<file path="config.mk">
export PLATFORM = sky130hd
export DESIGN_NAME = reg_xfer_seq
export DESIGN_NICKNAME = d
export VERILOG_FILES = /design/src/rtl/reg_xfer_seq.sv
export SDC_FILE = /design/constraint.sdc
export NUM_CORES = 1
export LEC_CHECK = 0
export CAP_MARGIN = 20
export CORE_UTILIZATION = 45
export CTS_CLUSTER_SIZE = 40
export DETAILED_ROUTE_END_ITERATION = 10
export PLACE_DENSITY_LB_ADDON = 0.3
export SLEW_MARGIN = 5
export SYNTH_ARGS = -nofsm -noshare
export SYNTH_HDL_FRONTEND = slang
export SYNTH_SLANG_ARGS = --single-unit
</file>
<file path="constraint.sdc">
create_clock -name clk -period 1.5 [get_ports clk]
set_input_delay 0.225 -clock clk [delete_from_list [all_inputs] [get_ports clk]]
set_output_delay 0.225 -clock clk [all_outputs]
set_load 0.005 [all_outputs]
</file>
<file path="src/rtl/reg_xfer_seq.sv">
// Register-bus transfer sequencer: drives source output enable and a single destination write pulse.
// Optional capture of the moved byte when XFER_CAPTURE_EN is defined.
module reg_xfer_seq #(
  parameter int IDX_W  = 2,
  parameter int SETTLE = 1,
  parameter int HOLD   = 1,
  localparam int NREG  = 2**IDX_W
) (
  input  logic             clk,
  input  logic             n_rst,
  input  logic             req_valid,
  output logic             req_ready,
  input  logic [IDX_W-1:0] req_src,
  input  logic [IDX_W-1:0] req_dst,
  input  logic             req_ext,
  output logic [NREG-1:0]  n_oe_a,
  output logic             n_oe_ext,
  output logic [NREG-1:0]  w_clk,
  output logic             busy,
  output logic             done
`ifdef XFER_CAPTURE_EN
  ,
  input  logic [7:0]       bus,
  output logic [7:0]       cap_q,
  output logic             cap_valid
`endif
);

  typedef enum logic [1:0] {ST_IDLE, ST_SETTLE, ST_WRITE, ST_HOLD} state_t;

  state_t           state_reg, state_next;
  logic [3:0]       cnt_reg, cnt_next;
  logic [IDX_W-1:0] src_reg, src_next, dst_reg, dst_next;
  logic             ext_reg, ext_next;
  logic             accept;
  logic [NREG-1:0]  src_dec, dst_dec;
  logic [NREG-1:0]  n_oe_a_next, w_clk_next;
  logic             n_oe_ext_next, busy_next, done_next, req_ready_next;

  generate
    if (SETTLE < 1 || SETTLE > 15 || HOLD < 1 || HOLD > 15) begin : g_bad_param
      $error("reg_xfer_seq: SETTLE and HOLD must be within 1..15");
    end
  endgenerate

  // Decoders work on the post-edge indices so every strobe can be registered.
  generate
    for (genvar gi = 0; gi < NREG; gi++) begin : g_dec
      assign src_dec[gi] = (src_next == IDX_W'(gi));
      assign dst_dec[gi] = (dst_next == IDX_W'(gi));
    end
  endgenerate

  always_comb begin
    state_next = state_reg;
    cnt_next   = cnt_reg;
    src_next   = src_reg;
    dst_next   = dst_reg;
    ext_next   = ext_reg;
    accept     = 1'b0;
    case (state_reg)
      ST_IDLE: begin
        if (req_valid && req_ready) begin
          accept     = 1'b1;
          src_next   = req_src;
          dst_next   = req_dst;
          ext_next   = req_ext;
          cnt_next   = 4'(SETTLE);
          state_next = ST_SETTLE;
        end
      end
      ST_SETTLE: begin
        if (cnt_reg == 4'd1) state_next = ST_WRITE;
        else                 cnt_next   = cnt_reg - 4'd1;
      end
      ST_WRITE: begin
        cnt_next   = 4'(HOLD);
        state_next = ST_HOLD;
      end
      ST_HOLD: begin
        if (cnt_reg == 4'd1) state_next = ST_IDLE;
        else                 cnt_next   = cnt_reg - 4'd1;
      end
      default: state_next = ST_IDLE;
    endcase

    // Outputs are derived from the next state so they appear glitch-free from flops.
    n_oe_a_next    = (state_next != ST_IDLE && !ext_next) ? ~src_dec : '1;
    n_oe_ext_next  = !(state_next != ST_IDLE && ext_next);
    w_clk_next     = (state_next == ST_WRITE) ? dst_dec : '0;
    busy_next      = (state_next != ST_IDLE);
    req_ready_next = (state_next == ST_IDLE);
    done_next      = (state_reg == ST_HOLD) && (state_next == ST_IDLE);
  end

  always_ff @(posedge clk or negedge n_rst) begin
    if (!n_rst) begin
      state_reg <= ST_IDLE;
      cnt_reg   <= '0;
      src_reg   <= '0;
      dst_reg   <= '0;
      ext_reg   <= 1'b0;
      n_oe_a    <= '1;
      n_oe_ext  <= 1'b1;
      w_clk     <= '0;
      busy      <= 1'b0;
      done      <= 1'b0;
      req_ready <= 1'b1;
    end else begin
      state_reg <= state_next;
      cnt_reg   <= cnt_next;
      src_reg   <= src_next;
      dst_reg   <= dst_next;
      ext_reg   <= ext_next;
      n_oe_a    <= n_oe_a_next;
      n_oe_ext  <= n_oe_ext_next;
      w_clk     <= w_clk_next;
      busy      <= busy_next;
      done      <= done_next;
      req_ready <= req_ready_next;
    end
  end

`ifdef XFER_CAPTURE_EN
  // Snapshot the bus on the edge that raises the write strobe.
  always_ff @(posedge clk or negedge n_rst) begin
    if (!n_rst) begin
      cap_q     <= 8'h00;
      cap_valid <= 1'b0;
    end else if (state_next == ST_WRITE) begin
      cap_q     <= bus;
      cap_valid <= 1'b1;
    end else if (accept) begin
      cap_valid <= 1'b0;
    end
  end
`endif

endmodule

</file>
After elaboration in Yosys (flattened, before gate mapping)
Cells that the tools add are included.
{ "totals": {"out_inout_bits": 12, "reg_bits": 23, "word_cells": 54, "inputBits": 8} }
{ "classes": {"bitwise_logic": 1, "muxes": 15, "n_eq_ne": 13, "n_addsub": 1, "reduce_logical": 13} }
{ "op_table": {"columns": ["operator", "count"], "rows": [
  ["two-way mux 4 bit", 4],
  ["== test 2 bit, second input constant", 7],
  ["two-way mux 2 bit", 7],
  ["case mux 4 bit (3 select lines)", 1],
  ["logical NOT 2 bit", 4],
  ["case mux 2 bit (4 select lines)", 1],
  ["== test 2 x 1 -> 1 bit, second input constant", 3],
  ["== test 4 x 1 -> 1 bit, second input constant", 1],
  ["logical AND 1 bit", 4],
  ["!= test 2 bit, second input constant", 2],
  ["NOT 4 bit", 1],
  ["subtractor 4 x 1 -> 4 bit, second input constant", 1],
  ["logical NOT 1 bit", 2],
  ["two-way mux 1 bit", 2],
  ["AND reduction 2 bit", 1],
  ["nonzero test 2 bit", 1],
  ["OR reduction 2 bit", 1]
]} }

Depth between registers and ports, before layout
{ "logic_depth": {"ltp_word": 6, "depth_mapped": 5, "ltp_nobuf": 5} }

Worst setup path after synthesis
OpenSTA, ideal clock, no wires.
{ "synth_path": {"path_kind": "register -> register", "from": "register req_ready", "to": "register w_clk[3]", "arrival_ns": 1.422, "synth_period_minus_slack_ns": 1.542, "n_path_buf": 0, "path_stages_with_launch": 5, "t_required_ns": 1.380, "setup_time_ns": 0.120, "slack_ns": -0.042, "cell_sequence": "dfstp_2 > nor4bb_4 > mux2i_1 > inv_2 > and3_1"} }
{ "synth_via": {"elab_chain_len": 5, "word_cells_on_any_way": 8, "cone_classes": "eq/ne: 2; mux: 5; reduce/logical: 1"} }
{ "synth_lines": {"columns": ["item", "line_no", "rtl"], "rows": [
  ["start: declaration", "12", "output logic req_ready,"],
  ["start signal: assignment", "120", "req_ready <= req_ready_next;"],
  ["logical AND 1 bit", "63", "if (req_valid && req_ready) begin"],
  ["two-way mux 2 bit", "63", null],
  ["two-way mux 2 bit", "61", "case (state_reg)"],
  ["named net dst_next[0]", "33", "logic [IDX_W-1:0] src_reg, src_next, dst_reg, dst_next;"],
  ["== test 2 bit", "50", "assign dst_dec[gi] = (dst_next == IDX_W'(gi));"],
  ["two-way mux 4 bit", "90", "w_clk_next = (state_next == ST_WRITE) ? dst_dec : '0;"],
  ["named net w_clk_next[3]", "37", "logic [NREG-1:0] n_oe_a_next, w_clk_next;"],
  ["end signal: assignment", "117", "w_clk <= w_clk_next;"],
  ["end: declaration", "18", "output logic [NREG-1:0] w_clk,"]
]} }
The timed path passes the listed nets, and every way through them passes these cells.
A chain may end at the register's enable or synchronous reset.

Final worst setup path
Same ends and word-level chain as after synthesis.

==> reports/results.txt <==
outcome -> finished, violations left
failing checks -> negative setup slack
filler cell count -> 150
Critical Setup Path Class -> flip-flop to flip-flop
Initial Utilization -> 49.8%
Routed Antenna Nets -> 0
initial antenna violation count -> 0
final net count -> 125
via count -> 730
Slew Viols, Final -> 0
CTS clk-pin slew, worst paths -> 120 ps
total power -> 2600 uW
post-route setup slack -> -0.444 ps
LEAKAGE -> 0.000619 uW
cts hold-fix bufs -> 0
DRC Markers -> 0
area taken by multi-input logic gates -> 449 um^2
Post-Syn Instances -> 78
CP startpoint kind -> flip-flop
cell area power density -> 1830 mW/mm^2
first-pass GRT wire length -> 3240 um
Clock Latency Late Sink -> 300 ps
peak supply drop -> 1080 uV
TritonCTS clock tree -> yes
antenna diode count -> 0
Tightest Pin Transition -> 418 ps
area grow syn2layout -> 38.0%
register area share after synthesis -> 56.8%
cell area after synthesis -> 0.00103 mm^2
TNS Setup -> -0.444 ps
overall routing resource usage -> 17.6%
I/O pins -> 20
die height -> 49.8 um
fin crit share -> 100%
Iteration-0 DRC Markers -> 10
crit end category -> flip-flop
clock sink count -> 23
Post-Place Cells -> 134
DR vias/cell -> 5.18
non-filler cells, final -> 141
Root Buffer -> clkbuf_4
Post-Route Skew -> 5.28 ps
worst min path class -> input port to async pin
unrepaired setup endpoints after global routing -> yes
Port Buffers -> 19
gpl congestion -> 0.740
Die Wd -> 49.8 um
H-tree levels -> 1
Net Count, Synth -> 88
# rows -> 16
Ys Warns -> 0
total grt overflow -> 0
Max Cap Violations -> 0
drt pass-1 iters -> 2
crit path time final -> 1500 ps
WL final -> 1880 um
area fraction of the dominant cell type after synthesis -> 41.4%
share of cells above drive strength 1 -> 39.5%
Cell variety after synth -> 32
FF/Latch Area -> 583 um^2
DR WL/cell -> 13.3 um
endpoints failing setup -> 1
HPWL after detailed placement -> 1330 um
DIE AREA -> 0.00248 mm^2
fmax -> 666 MHz
Mapped Avg Cell Area -> 13.2 um^2
#FFs+latches synth -> 23
Final Hold Fails -> 0
CTS Buf Count -> 3
Core Box Area -> 0.00206 mm^2
top cell type by total area after synthesis -> dfrtp_1
vias in the first global route -> 681
WP data arrival -> 1710 ps
DP Worst Slack -> -295 ps
clk buf depth -> 2
worst relative slew slack -> 72.0%
worst endpoint required time -> 1710 ps
synth top area cells -> dfrtp_1 41%, dfstp_2 15%, mux2_2 4.4%, and4bb_2 2.4%, ha_1 2.4%
Worst Path Max Fanout -> 3
largest net degree at the start of global routing -> 24
-- cells in the final DEF, fill, tap and decap left out, drive strengths merged, types with 3 or more instances in the layout --
cell type / count
nand2: 3
o21ai: 5
nor4: 3
dfrtp: 17
inv: 4
buf: 16
and3: 4
clkdlybuf4s50: 13
clkbuf: 4
dfstp: 6
mux2: 4
dlygate4sd2: 6
-- layer usage --
| metal | vias to the layer above | global-route usage, % | wire length [um] |
|---|---|---|---|
| met4 | 0 | 10.0 | 26 |
| met1 | 357 | 23.9 | 871 |
| met3 | 2 | 2.16 | 68 |
| li1 | 356 | - | - |
| met2 | 15 | 27.0 | 910 |
| met5 | - | 0 | 0 |
-- cells by family after synthesis --
group	after synthesis	synth area share, %
adder cells (fa/ha/maj)	2	2.44
XOR/XNOR	2	1.71
AO/OA/AOI/OAI	12	7.92
AND/OR/NAND/NOR	26	20.5
flip-flops	23	56.8
multiplexers	6	6.33
buffers and inverters	7	4.38
-- through the flow --
stage,utilization [%],hold slack (ps),area (um^2)
global placement,64.0,483,1320
CTS,65.8,267,1360
floorplan,-,-70.6,1030
detailed placement,64.0,496,1320
global route,68.8,264,1420
finish,68.8,259,1420
-- synth_stat cells (all sizes together) --
master,number
a31oi,1
a22o,2
and3b,1
nor2b,1
ha,2
buf,3
and3,4
a22oi,1
nor4b,2
o211ai,1
dfstp,6
nor4,3
nor3b,1
o21ai,5
nand4bb,2
nand2,3
mux2,4
nor4bb,1
dfrtp,17
inv,4
nand2b,2
xnor2,2
a21oi,1
nor3,1
and4b,1
and4bb,2
nor2,2
mux2i,2
a211oi,1
-- final cells by class --
type                       count  area share (%)
sequential                    23            41.1
multi-input combinational     48            31.7
timing repair buffer          35            21.9
tap                           27            2.38
clock buffer                   4            1.85
inverter                       4            1.06
-- worst max-delay path, cell delays in order, from the launching register on --
cell and delay, ps:
dfstp_2 550, nor4bb_4 280, mux2i_2 330, inv_2 80
and3_4 180
-- report_power, final --
| group | leakage [uW] | total [uW] | internal [uW] | switching, uW |
|---|---|---|---|---|
| combinational | 0.000330 | 1240 | 709 | 530 |
| clock | 0.0000150 | 275 | 103 | 172 |
| sequential | 0.000275 | 1080 | 899 | 185 |
| total | 0.000619 | 2600 | 1710 | 886 |
-- final timing paths --
check | slack, ps | cells after the start | from | end
worst max-delay path | -0.4 | 4 | req_ready$_DFF_PN1_ | w_clk[3]$_DFF_PN0_
worst min-delay path | 260 | 2 | n_rst | done$_DFF_PN0_
worst max register to register | -0.4 | 4 | req_ready$_DFF_PN1_ | w_clk[3]$_DFF_PN0_
worst min register to register | 520 | 1 | dst_reg[1]$_DFF_PN0_ | w_clk[0]$_DFF_PN0_
max in group asynchronous | 960 | 2 | n_rst | req_ready$_DFF_PN1_
min in group clk | 520 | 1 | dst_reg[1]$_DFF_PN0_ | w_clk[0]$_DFF_PN0_
-- timing repair --
action                                  in CTS  in global routing
gates resized for setup                     10                 13
hold endpoints to repair                     0                  0
cloned                                       0                  0
setup buffers                                0                  3
endpoints found under the setup margin      12                 14
pin swaps                                    0                  1
Power figures use the tool's default switching activity.
